File: src/rtl/fta_bridge32to256.sv
// 32-bit to 256-bit FTA upsizing bridge: one outstanding request, lane
// steering of select/data, tid-matched response, watchdog error completion.
package fta_bridge32to256_pkg;

    typedef struct packed {
        logic        cyc;
        logic        stb;
        logic        we;
        logic [4:0]  cmd;
        logic [1:0]  bte;
        logic [2:0]  cti;
        logic [7:0]  tid;
        logic [31:0] padr;
        logic [3:0]  sel;
        logic [31:0] dat;
    } fta_cmd_request32_t;

    typedef struct packed {
        logic         cyc;
        logic         stb;
        logic         we;
        logic [4:0]   cmd;
        logic [1:0]   bte;
        logic [2:0]   cti;
        logic [7:0]   tid;
        logic [31:0]  padr;
        logic [31:0]  sel;
        logic [255:0] data1;
    } fta_cmd_request256_t;

    typedef struct packed {
        logic        ack;
        logic        err;
        logic        rty;
        logic        stall;
        logic        next;
        logic [7:0]  tid;
        logic [3:0]  pri;
        logic [31:0] adr;
        logic [31:0] dat;
    } fta_cmd_response32_t;

    typedef struct packed {
        logic         ack;
        logic         err;
        logic         rty;
        logic         stall;
        logic         next;
        logic [7:0]   tid;
        logic [3:0]   pri;
        logic [31:0]  adr;
        logic [255:0] dat;
    } fta_cmd_response256_t;

endpackage

module fta_bridge32to256
    import fta_bridge32to256_pkg::*;
#(
    parameter int TIMEOUT = 1023
) (
    input  logic                 clk_i,
    input  logic                 rst_i,
    input  fta_cmd_request32_t   s_req,
    output fta_cmd_response32_t  s_resp,
    output fta_cmd_request256_t  m_req,
    input  fta_cmd_response256_t m_resp
);

    typedef enum logic [1:0] {
        IDLE,
        REQ,
        WAIT,
        RESP
    } state_t;

    localparam logic [15:0] TMO = TIMEOUT[15:0];

    state_t              state;
    logic [15:0]         cnt;
    logic [2:0]          lane;
    fta_cmd_response32_t resp_q;
    logic                any_resp;
    logic                hit;
    logic                unused_ok;

    function automatic fta_cmd_request256_t idle_req();
        fta_cmd_request256_t r;
        r      = '0;
        r.padr = 32'hFFFF_FFFF;
        return r;
    endfunction

    assign unused_ok = m_resp.next;
    assign any_resp  = m_resp.ack | m_resp.err | m_resp.rty;

    // m_req.tid holds the captured tid for the whole REQ/WAIT window
    assign hit = any_resp && (m_resp.tid == m_req.tid) &&
                 ((state == WAIT) || ((state == REQ) && !m_resp.stall));

    always_comb begin
        s_resp       = resp_q;
        s_resp.stall = (state != IDLE);
    end

    always_ff @(posedge clk_i) begin
        if (!rst_i) begin
            state  <= IDLE;
            m_req  <= idle_req();
            resp_q <= '0;
            cnt    <= '0;
            lane   <= '0;
        end else begin
            unique case (state)
                IDLE: begin
                    resp_q <= '0;
                    if (s_req.cyc && s_req.stb) begin
                        state       <= REQ;
                        cnt         <= '0;
                        lane        <= s_req.padr[4:2];
                        m_req.cyc   <= 1'b1;
                        m_req.stb   <= 1'b1;
                        m_req.we    <= s_req.we;
                        m_req.cmd   <= s_req.cmd;
                        m_req.bte   <= s_req.bte;
                        m_req.cti   <= s_req.cti;
                        m_req.tid   <= s_req.tid;
                        m_req.padr  <= s_req.padr;
                        m_req.sel   <= {28'h0, s_req.sel} << {s_req.padr[4:2], 2'b00};
                        m_req.data1 <= {8{s_req.dat}};
                    end
                end
                REQ, WAIT: begin
                    if ((state == REQ) && !m_resp.stall) begin
                        state     <= WAIT;
                        m_req.stb <= 1'b0;
                    end
                    // a real response beats a simultaneous timeout
                    if (hit) begin
                        state       <= RESP;
                        m_req       <= idle_req();
                        resp_q.ack  <= m_resp.ack;
                        resp_q.err  <= m_resp.err;
                        resp_q.rty  <= m_resp.rty;
                        resp_q.tid  <= m_resp.tid;
                        resp_q.adr  <= m_resp.adr;
                        resp_q.pri  <= m_resp.pri;
                        resp_q.next <= 1'b0;
                        resp_q.dat  <= m_resp.dat[{lane, 5'b0} +: 32];
                    end else if (cnt == TMO) begin
                        state      <= RESP;
                        m_req      <= idle_req();
                        resp_q     <= '0;
                        resp_q.err <= 1'b1;
                        resp_q.tid <= m_req.tid;
                    end else begin
                        cnt <= cnt + 16'd1;
                    end
                end
                RESP: begin
                    state  <= IDLE;
                    resp_q <= '0;
                end
                default: state <= IDLE;
            endcase
        end
    end

endmodule

File: config.mk
export PLATFORM = sky130hd
export DESIGN_NAME = fta_bridge32to256
export DESIGN_NICKNAME = d
export VERILOG_FILES = /design/src/rtl/fta_bridge32to256.sv
export SDC_FILE = /design/constraint.sdc
export NUM_CORES = 1
export LEC_CHECK = 0
export ABC_AREA = 1
export BUFFER_PORTS_ARGS = -buffer_cell sky130_fd_sc_hd__buf_2
export CORE_AREA = 2 2 314 316
export DETAILED_ROUTE_END_ITERATION = 6
export DIE_AREA = 0 0 316 318
export PLACE_DENSITY_LB_ADDON = 0.15
export SYNTH_ARGS = -nofsm -noshare
export SYNTH_HDL_FRONTEND = slang
export SYNTH_SLANG_ARGS = --single-unit
File: constraint.sdc
create_clock -name clk_i -period 2.4 [get_ports clk_i]
set_clock_uncertainty 0.1 [all_clocks]
set_input_delay 0.36 -clock clk_i [delete_from_list [all_inputs] [get_ports clk_i]]
set_output_delay 0.36 -clock clk_i [all_outputs]
set_load 0.02 [all_outputs]
==> results.toml <==
[critical_path]
cp_top_family = "simple AND/OR/NAND/NOR gates"
path_max_fanout = 39
cp_data_required_time_ps = 2810
critPathLaunchType = "flop"
cp_data_arrival_time_ps = 2580
max_stage_delay_ps = 310
endpoint_kind = "flop"
crit_type = "reg -> reg"
crit_buf_inv = 2
crit_slowest_cell = "dfxtp_1"
path_common_cell = "nand2_1"
path_cells = "ha_1 -> nand2_1 -> nor2_2 -> and2_1 -> nand4_4 -> inv_2 -> nor2_4 -> nand2_8 -> nand2_4 -> buf_12 -> nand2_1 -> a21oi_1"

[sta]
fin_crit_ps = 2170
whs_ps = 81.0
finalMaxSlewViolations = 0
hold_viol_final = 0
setup_viol = 0
relSlewSlack = 0.289
worst_pin_slew_ps = 1070
fmax_mhz = 461
rsz0062_at_grt = "false"
fin_crit_sh = 0.903
fin_tns_setup_ps = 0

[yosys]
postSynthAreaPerCell_sq_um = 6.70
synthSimpleGateAreaFrac = 0.283
ys_seq_area_frac = 0.342
synth.area.mux_share = 0
synth-compound-area-share = 0.163
synth_top_family_by_area = "simple AND/OR/NAND/NOR gates"
synthAdderAreaFrac = 0.00591
ys_ff_latch = 217
netlist_instances = 1895
synth.distinct_cells = 29
netlist_area_sq_um = 12700
yosysWarningCount = 0
syn_nets = 2297
synth_xor_area_frac = 0.00965

[grt]
antenna_found_initial = 11
grt_usage = 0.130
grt_max_degree = 86
grt_first_pass_wirelength_um = 98300
grt_pass1_vias = 14400
grt-ovfl-total = 0

[layout]
final_cells = 3888
finalNetCount = 2973
drive_gt1_frac = 0.371
regArea_sq_um = 4350
final_common_cell = "buf_2"
final_cell_mix = "buf_2 (815), nand2_1 (487), a21oi_1 (261)"
n_fill_cell = 11200
multi_input_area_sq_um = 5920
synthToLayoutAreaGrowth_pct = 51.5
final_area_sq_um = 19200

[place]
port_buffers = 815
hpwl_um = 53400
place_inst = 3707
placed_area_sq_um = 16900
gp_congestion = 0.831

[clock_tree]
cts.clk_slew.worst_paths_ps = 60
clockRootBuffer = "clkbuf_16"
cts_tree = "built"
cts.htree.levels = 1
clk_latency_ps = 600
numClockSinks = 217
cts_buffers = 30
clock_path_buffers = 3
cts_setup_buffers = 0

[min_path]
hold_path_class = "in -> reg"

[status]
status = "complete, no violations"

[die]
io_pins = 818
initial_core_util = 0.130
core.rowCount = 115
fp.dieW_um = 316
die_area_sq_um = 100000
chipHeight_um = 318
core_area_sq_um = 97400

[power]
report.power.total_mw = 22.1
p_per_area_nw_per_um2 = 1150
max-vdd-ir-drop_uv = 523
p_leak_nw = 9.28

[routing]
drc = 0
dr.pass1.iters = 5
via_per_inst = 3.75
routed_wl_um = 69200
wl_per_cell_um = 17.8
ant_nets = 0
first_iter_violations = 734
vias = 14600

[flow_run]
maxCapViolCount = 0
-- final cells by class --
type	instances	share of cell area
Timing Repair Buffer	1003	0.314
Multi-Input combinational cell	1259	0.308
Tap cell	1287	0.0837
Sequential cell	217	0.226
Clock buffer	39	0.0445
Inverter	60	0.0120
Antenna cell	6	0.000780
Clock inverter	17	0.0116
-- where the power goes --
group          internal [mW]  switching [mW]  total, mW
Clock                   3.04            1.91       4.95
Combinational           3.88            8.21       12.1
Sequential              4.29           0.801       5.09
Total                   11.2            10.9       22.1
-- timing repair --
item / in CTS / in global routing
hold endpoints to repair: 117 / 0
setup endpoints to repair: 0 / 169
hold buffers: 117 / 0
resized for setup: 0 / 9
-- routing by layer --
metal,track usage,part of all wire,vias to the layer above,wire length [um]
li1,-,-,7361,-
met2,0.218,0.47,386,32900
met1,0.171,0.45,6766,31300
met4,0.0293,0.021,4,1460
met3,0.0232,0.052,71,3580
met5,0,0.00033,-,23
-- flip-flops by register name, indices dropped and copies added (netlist names) --
register,flops
s_resp,79
lane,3
cnt,16
state,2
m_req,117
-- kinds of logic (layout without fill, tap and decap cells) --
| family | count (synthesis) | in the layout |
|---|---|---|
| fa+ha+maj | 6 | 6 |
| compound gates | 366 | 366 |
| other cells | 1 | 7 |
| simple gates | 871 | 872 |
| xor+xnor | 14 | 14 |
| flops | 217 | 217 |
| buf+inv | 420 | 1119 |
-- synth_stat cells, drive strengths merged --
| master | count | share of area |
|---|---|---|
| xor2 | 10 | 0.0069 |
| nand4 | 9 | 0.0056 |
| nand3b | 11 | 0.0065 |
| buf | 255 | 0.15 |
| nand2 | 494 | 0.15 |
| o21ai | 12 | 0.0047 |
| o211ai | 29 | 0.017 |
| ha | 6 | 0.0059 |
| nor3b | 1 | 0.00059 |
| conb | 1 | 0.00030 |
| xnor2 | 4 | 0.0028 |
| nand3 | 121 | 0.048 |
| clkbuf | 105 | 0.031 |
| a21oi | 261 | 0.10 |
| dfxtp | 217 | 0.34 |
| nor2 | 182 | 0.055 |
| and2 | 2 | 0.00098 |
| inv | 58 | 0.017 |
| nor3 | 51 | 0.020 |
| clkinv | 2 | 0.00059 |
| o31ai | 64 | 0.038 |
-- path summary, 6_finish.rpt --
| check | slack (ps) | start | to | cells after the start |
|---|---|---|---|---|
| max reg2reg | 230 | cnt[0]$_SDFFE_PN0P_ | m_req[325]$_SDFFE_PN0P_ | 12 |
| max | 230 | cnt[0]$_SDFFE_PN0P_ | m_req[325]$_SDFFE_PN0P_ | 12 |
| min | 80 | s_req[73] | m_req[325]$_SDFFE_PN0P_ | 3 |
| min reg2reg | 360 | m_req[284]$_SDFFE_PN0P_ | m_req[284]$_SDFFE_PN0P_ | 2 |
-- stage by stage --
stage,setup slack [ps],utilization
3_5_place_dp,42.9,0.174
4_1_cts,33.4,0.197
6_report,232,0.198
3_3_place_gp,52.8,0.174
5_1_grt,15.4,0.198
2_1_floorplan,299,-
-- worst register-to-register path, cell delays in order (launching register included) --
cell	delay, ps
dfxtp_1	310
ha_1	220
nand2_1	120
nor2_2	60
and2_1	210
nand4_4	100
inv_2	50
nor2_4	160
nand2_8	110
nand2_4	170
buf_12	230
nand2_1	130
a21oi_1	130
(Power assumes the default switching activity.)
